===== src/rtl/alu_hilo.sv =====
// rtl/alu_hilo.sv - HI/LO register unit with multi-cycle mul/div commit; optional ALU_HILO_BYPASS_EN
package alu_hilo_pkg;
    localparam int FUNC_W = 5;
    typedef logic [FUNC_W-1:0] alu_func_t;

    localparam alu_func_t ALU_ADD  = 5'd0;
    localparam alu_func_t ALU_SUB  = 5'd1;
    localparam alu_func_t ALU_AND  = 5'd2;
    localparam alu_func_t ALU_OR   = 5'd3;
    localparam alu_func_t ALU_XOR  = 5'd4;
    localparam alu_func_t ALU_SLT  = 5'd5;
    localparam alu_func_t ALU_MULS = 5'd16;
    localparam alu_func_t ALU_MULU = 5'd17;
    localparam alu_func_t ALU_DIVS = 5'd18;
    localparam alu_func_t ALU_DIVU = 5'd19;
    localparam alu_func_t ALU_MTLO = 5'd20;
    localparam alu_func_t ALU_MTHI = 5'd21;
    localparam alu_func_t ALU_MFLO = 5'd22;
    localparam alu_func_t ALU_MFHI = 5'd23;
endpackage

module alu_hilo #(
    parameter int DATA_W  = 32,
    parameter int MUL_LAT = 3,
    parameter int DIV_LAT = 8,
    parameter int CNT_W   = $clog2((MUL_LAT > DIV_LAT) ? MUL_LAT : DIV_LAT) + 1
) (
    input  logic                             clock,
    input  logic                             reset,
    input  logic                             in_valid,
    input  logic [alu_hilo_pkg::FUNC_W-1:0]  func,
    input  logic                             flush,
    input  logic [DATA_W-1:0]                res_lo,
    input  logic [DATA_W-1:0]                res_hi,
    output logic [DATA_W-1:0]                reg_lo,
    output logic [DATA_W-1:0]                reg_hi,
    output logic                             busy,
    output logic                             stall
);
    import alu_hilo_pkg::*;

    typedef enum logic {IDLE, PEND} state_t;

    localparam logic [CNT_W-1:0] MUL_LD = CNT_W'(MUL_LAT - 1);
    localparam logic [CNT_W-1:0] DIV_LD = CNT_W'(DIV_LAT - 1);

`ifdef ALU_HILO_BYPASS_EN
    localparam bit BYPASS_OK = 1'b1;
`else
    localparam bit BYPASS_OK = 1'b0;
`endif

    state_t            state, state_nxt;
    logic [DATA_W-1:0] lo, hi, pend_lo, pend_hi;
    logic [CNT_W-1:0]  cnt;

    logic is_mul, is_div, is_mtlo, is_mthi, is_mf, hilo_op;
    logic req, commit, accept;

    always_comb begin
        is_mul  = (func == ALU_MULS) || (func == ALU_MULU);
        is_div  = (func == ALU_DIVS) || (func == ALU_DIVU);
        is_mtlo = (func == ALU_MTLO);
        is_mthi = (func == ALU_MTHI);
        is_mf   = (func == ALU_MFLO) || (func == ALU_MFHI);
        hilo_op = is_mul || is_div || is_mtlo || is_mthi || is_mf;
        req     = in_valid && !flush && hilo_op;
        commit  = (state == PEND) && (cnt == '0);
        // Every HI/LO access waits out a pending result; bypass lets the commit cycle through.
        stall   = req && (state == PEND) && !(BYPASS_OK && commit);
        accept  = req && !stall;
        busy    = (state == PEND);
    end

    always_comb begin
        state_nxt = state;
        if (accept && (is_mul || is_div)) begin
            state_nxt = PEND;
        end else if (commit) begin
            state_nxt = IDLE;
        end
    end

`ifdef ALU_HILO_BYPASS_EN
    always_comb begin
        reg_lo = commit ? pend_lo : lo;
        reg_hi = commit ? pend_hi : hi;
    end
`else
    always_comb begin
        reg_lo = lo;
        reg_hi = hi;
    end
`endif

    always_ff @(posedge clock) begin
        if (reset) begin
            state <= IDLE;
        end else begin
            state <= state_nxt;
        end
    end

    always_ff @(posedge clock) begin
        if (reset) begin
            lo      <= '0;
            hi      <= '0;
            pend_lo <= '0;
            pend_hi <= '0;
            cnt     <= '0;
        end else begin
            if (commit) begin
                lo <= pend_lo;
                hi <= pend_hi;
            end
            if ((state == PEND) && (cnt != '0)) begin
                cnt <= cnt - CNT_W'(1);
            end
            // An accepted move lands after the commit so it wins on the shared edge.
            if (accept) begin
                if (is_mul || is_div) begin
                    pend_lo <= res_lo;
                    pend_hi <= res_hi;
                    cnt     <= is_mul ? MUL_LD : DIV_LD;
                end
                if (is_mtlo) begin
                    lo <= res_lo;
                end
                if (is_mthi) begin
                    hi <= res_hi;
                end
            end
        end
    end
endmodule


===== config.mk =====
export PLATFORM = sky130hd
export DESIGN_NAME = alu_hilo
export DESIGN_NICKNAME = d
export VERILOG_FILES = /design/src/rtl/alu_hilo.sv
export SDC_FILE = /design/constraint.sdc
export NUM_CORES = 1
export LEC_CHECK = 0
export ABC_AREA = 1
export ABC_CLOCK_PERIOD_IN_PS = 1300
export CORE_MARGIN = 2
export CORE_UTILIZATION = 46
export DETAILED_ROUTE_END_ITERATION = 8
export PLACE_DENSITY = 0.77
export SLEW_MARGIN = 30
export SYNTH_ARGS = -nofsm -noshare
export SYNTH_HDL_FRONTEND = slang
export SYNTH_SLANG_ARGS = --single-unit

===== constraint.sdc =====
create_clock -name clock -period 1.3 [get_ports clock]
set_input_delay 0.26 -clock clock [delete_from_list [all_inputs] [get_ports clock]]
set_output_delay 0.26 -clock clock [all_outputs]
set_load 0.01 [all_outputs]

==> impl_metrics.json <==
{
  "outcome": "complete, but fails checks",
  "violations": "setup timing",
  "setup_ws_ps": -230.3,
  "seq_area_frac_synth": 0.4240,
  "stdcell_area_sq_um": 9752,
  "viasPerCell": 5.335,
  "drtIter0Drc": 658,
  "insertedDiodeCount": 0,
  "drv_cap": 0,
  "port-buffer-count": 138,
  "syn_inst": 971,
  "slew_headroom": 0.8275,
  "final-max-slew-violation-count": 0,
  "p_comb_frac": 0.087,
  "first_global_vias": 6089,
  "std_cell_rows": 42,
  "htree_levels": 4,
  "p_int_mw": 7.898,
  "yosys_warnings": 0,
  "nets": 1221,
  "fp.dieH_microns": 120.8,
  "wl_mm": 22.72,
  "finalHoldViolations": 0,
  "dr.pass1.iters": 5,
  "endpoint_kind": "register",
  "clk_path_buf_depth": 2,
  "dp_slack_ps": -574.8,
  "drcViolationCount": 0,
  "reg2regPathDepth": 10,
  "tns_ps": -5966,
  "setup_viol": 70,
  "tightest_slew_ps": 256.0,
  "crit_fanout": 6,
  "worstHoldPathType": "in2reg",
  "antenna_found_initial": 0,
  "switching_share": 0.2231,
  "wl_per_cell_microns": 17.02,
  "cp.arrival_ps": 1840,
  "detail-route-antenna-nets": 0,
  "ios": 139,
  "grt-ovfl-total": 0,
  "whs_path_depth": 5,
  "synth_seq_cells": 133,
  "clock-sinks": 133,
  "r2r_setup_slack_ps": -230,
  "grt_use_total": 0.2720,
  "place_area_sq_um": 7945,
  "synth_cell_type_count": 21,
  "r2r-start": "busy",
  "insertion_delay_ps": 430,
  "fin_crit_ps": 1530,
  "path_common_cell": "buf_6",
  "reg2reg_to": "reg_lo[29]",
  "criticalPathCategory": "reg2reg",
  "area_delta_synth_final_pct": 55.29,
  "die_area_sq_um": 14600,
  "place_inst": 1254,
  "fmax_ghz": 0.6535,
  "vdd_drop_max_mv": 1.025,
  "coreArea_sq_um": 13300,
  "route.vias.total": 7122,
  "fin_crit_sh": 1.177,
  "leakagePower_nw": 4.473,
  "cpPeakStageDelay_ps": 370,
  "hold_buffers": 0,
  "die_width_microns": 120.8,
  "cts_inserted_buffers": 17,
  "syn-cell-area_sq_um": 6280,
  "grt_first_pass_wirelength_mm": 31.26,
  "cts_tree": "yes",
  "drive_above_1_share": 0.2131,
  "critPathRequiredTime_ps": 1610,
  "clk_pin_slew_ps": 60,
  "hpwl_mm": 10.33,
  "finalPower_mw": 10.17,
  "syn-num-nets": 1045,
  "whs_ps": 469.6,
  "hold-path-endpoint": "reg_lo[25]",
  "stdcell_count": 1335,
  "start_util": 0.4723,
  "p_seq_frac": 0.409,
  "grt_max_degree": 55,
  "cellPowerDensity_nw_per_um2": 1042,
  "fin_skew_ps": 8.784,
  "hp-start": "res_lo[25]",
  "netSwitchingPower_mw": 2.267,
  "gp_congestion": 0.7591,
  "p_clk_frac": 0.504,
  "cp-start-kind": "register",
  "slowest_stage": "dfxtp_4",
  "cts_root_buf": "clkbuf_16",
  "synth_area_per_cell_sq_um": 6.467,
  "rsz0062_at_grt": "true",
  "worstPathCellList": "buf_6, buf_6, buf_6, nand3_4, buf_6, buf_12, nand2_2, nand2_1, nor2_1, nor2_1",
  "utilization": 0.7335
}
registers in the layout (all words and copies together) (netlist names):
name     flops
busy         1
reg_hi      32
reg_lo      32
pend_hi     32
cnt          4
pend_lo     32
layer usage:
metal / track usage / vias to the layer above / part of all wire
met4: 0.09520 / 0 / 0.037
li1: - / 3406 / -
met3: 0.05660 / 76 / 0.085
met1: 0.3631 / 3277 / 0.40
met5: 0 / - / 0
met2: 0.4354 / 363 / 0.48
worst max-delay path, delay by kind of cell (launching register included):
| family | cells | cell delay [ps] |
|---|---|---|
| buf+inv | 5 | 600 |
| flops | 1 | 370 |
| simple gates | 5 | 440 |
cells in the mapped netlist (all sizes together):
master	count	area, sq um
o21ai	64	320.3
inv	80	300.3
ha	1	12.51
a21oi	1	5.000
nand4	65	406.6
nor2	268	1023
buf	48	302.8
dfxtp	133	2663
nand3	43	235.2
nand3b	1	7.510
nor3	1	5.000
nand2	242	908.4
clkbuf	24	90.09
cell type report:
type                            count  area [sq um]
Clock buffer                       21         470.5
Clock inverter                     10         152.6
Fill cell                         992          3543
Inverter                           80         311.5
Multi-Input combinational cell    687          3244
Sequential cell                   133          2680
Tap cell                          176         220.2
Timing Repair Buffer              228          2673
power by group through the flow:
stage               logic, mW  registers [mW]  clock network (mW)
floorplan               0.338            4.24                   0
global placement        0.701            4.24                   0
detailed placement      0.705            4.24                   0
CTS                     0.789            4.15                5.11
global route            0.953            4.16                5.30
finish                  0.884            4.15                5.13
cell usage in the layout (no fill, tap or decap), types with 3 or more instances in the layout:
cell               n
buf_6             17
dfxtp_1          123
nand2_2           32
dlygate4sd2_1     10
clkinv_2           6
nand3_4            6
nand3_1           30
buf_16             9
inv_2              6
clkdlybuf4s50_1   68
dfxtp_2            8
inv_1             70
buf_4             26
nand2_1          201
clkbuf_8           3
nand4_1           65
clkdlybuf4s15_2    3
nand2_4            9
nor2_4             7
nand3_2            8
buf_12            25
nor2_2            10
bufinv_16          4
clkbuf_2          29
buf_8              4
nor2_1           251
o21ai_1            6
clkbuf_16         25
o21ai_0           58
clkdlybuf4s15_1   26
cells by family (layout without fill, tap and decap cells):
| group | after synthesis | count (layout) | synth area share |
|---|---|---|---|
| AOI/OAI and AO/OA | 65 | 65 | 0.05180 |
| adders and majority gates | 1 | 1 | 0.001992 |
| buffers and inverters | 152 | 339 | 0.1104 |
| DFF | 133 | 133 | 0.4240 |
| and+or+nand+nor | 620 | 621 | 0.4118 |
what timing repair did:
item | CTS | global route
buffers inserted | 22 | 12
endpoints found under the setup margin | 162 | 144
gates cloned | 16 | 10
resized for setup | 171 | 159
pin swaps | 34 | 53
worst max-delay path by stage:
stage                         from         end  cells past startpoint
after floorplan               busy  reg_lo[10]                      8
after global placement    in_valid       stall                      6
after detailed placement   func[4]       stall                      6
after CTS                   cnt[3]  reg_lo[27]                      7
after global routing        cnt[0]  reg_lo[19]                      9
final                         busy  reg_lo[29]                     10
Note: power is estimated with default switching activity, not from simulation.
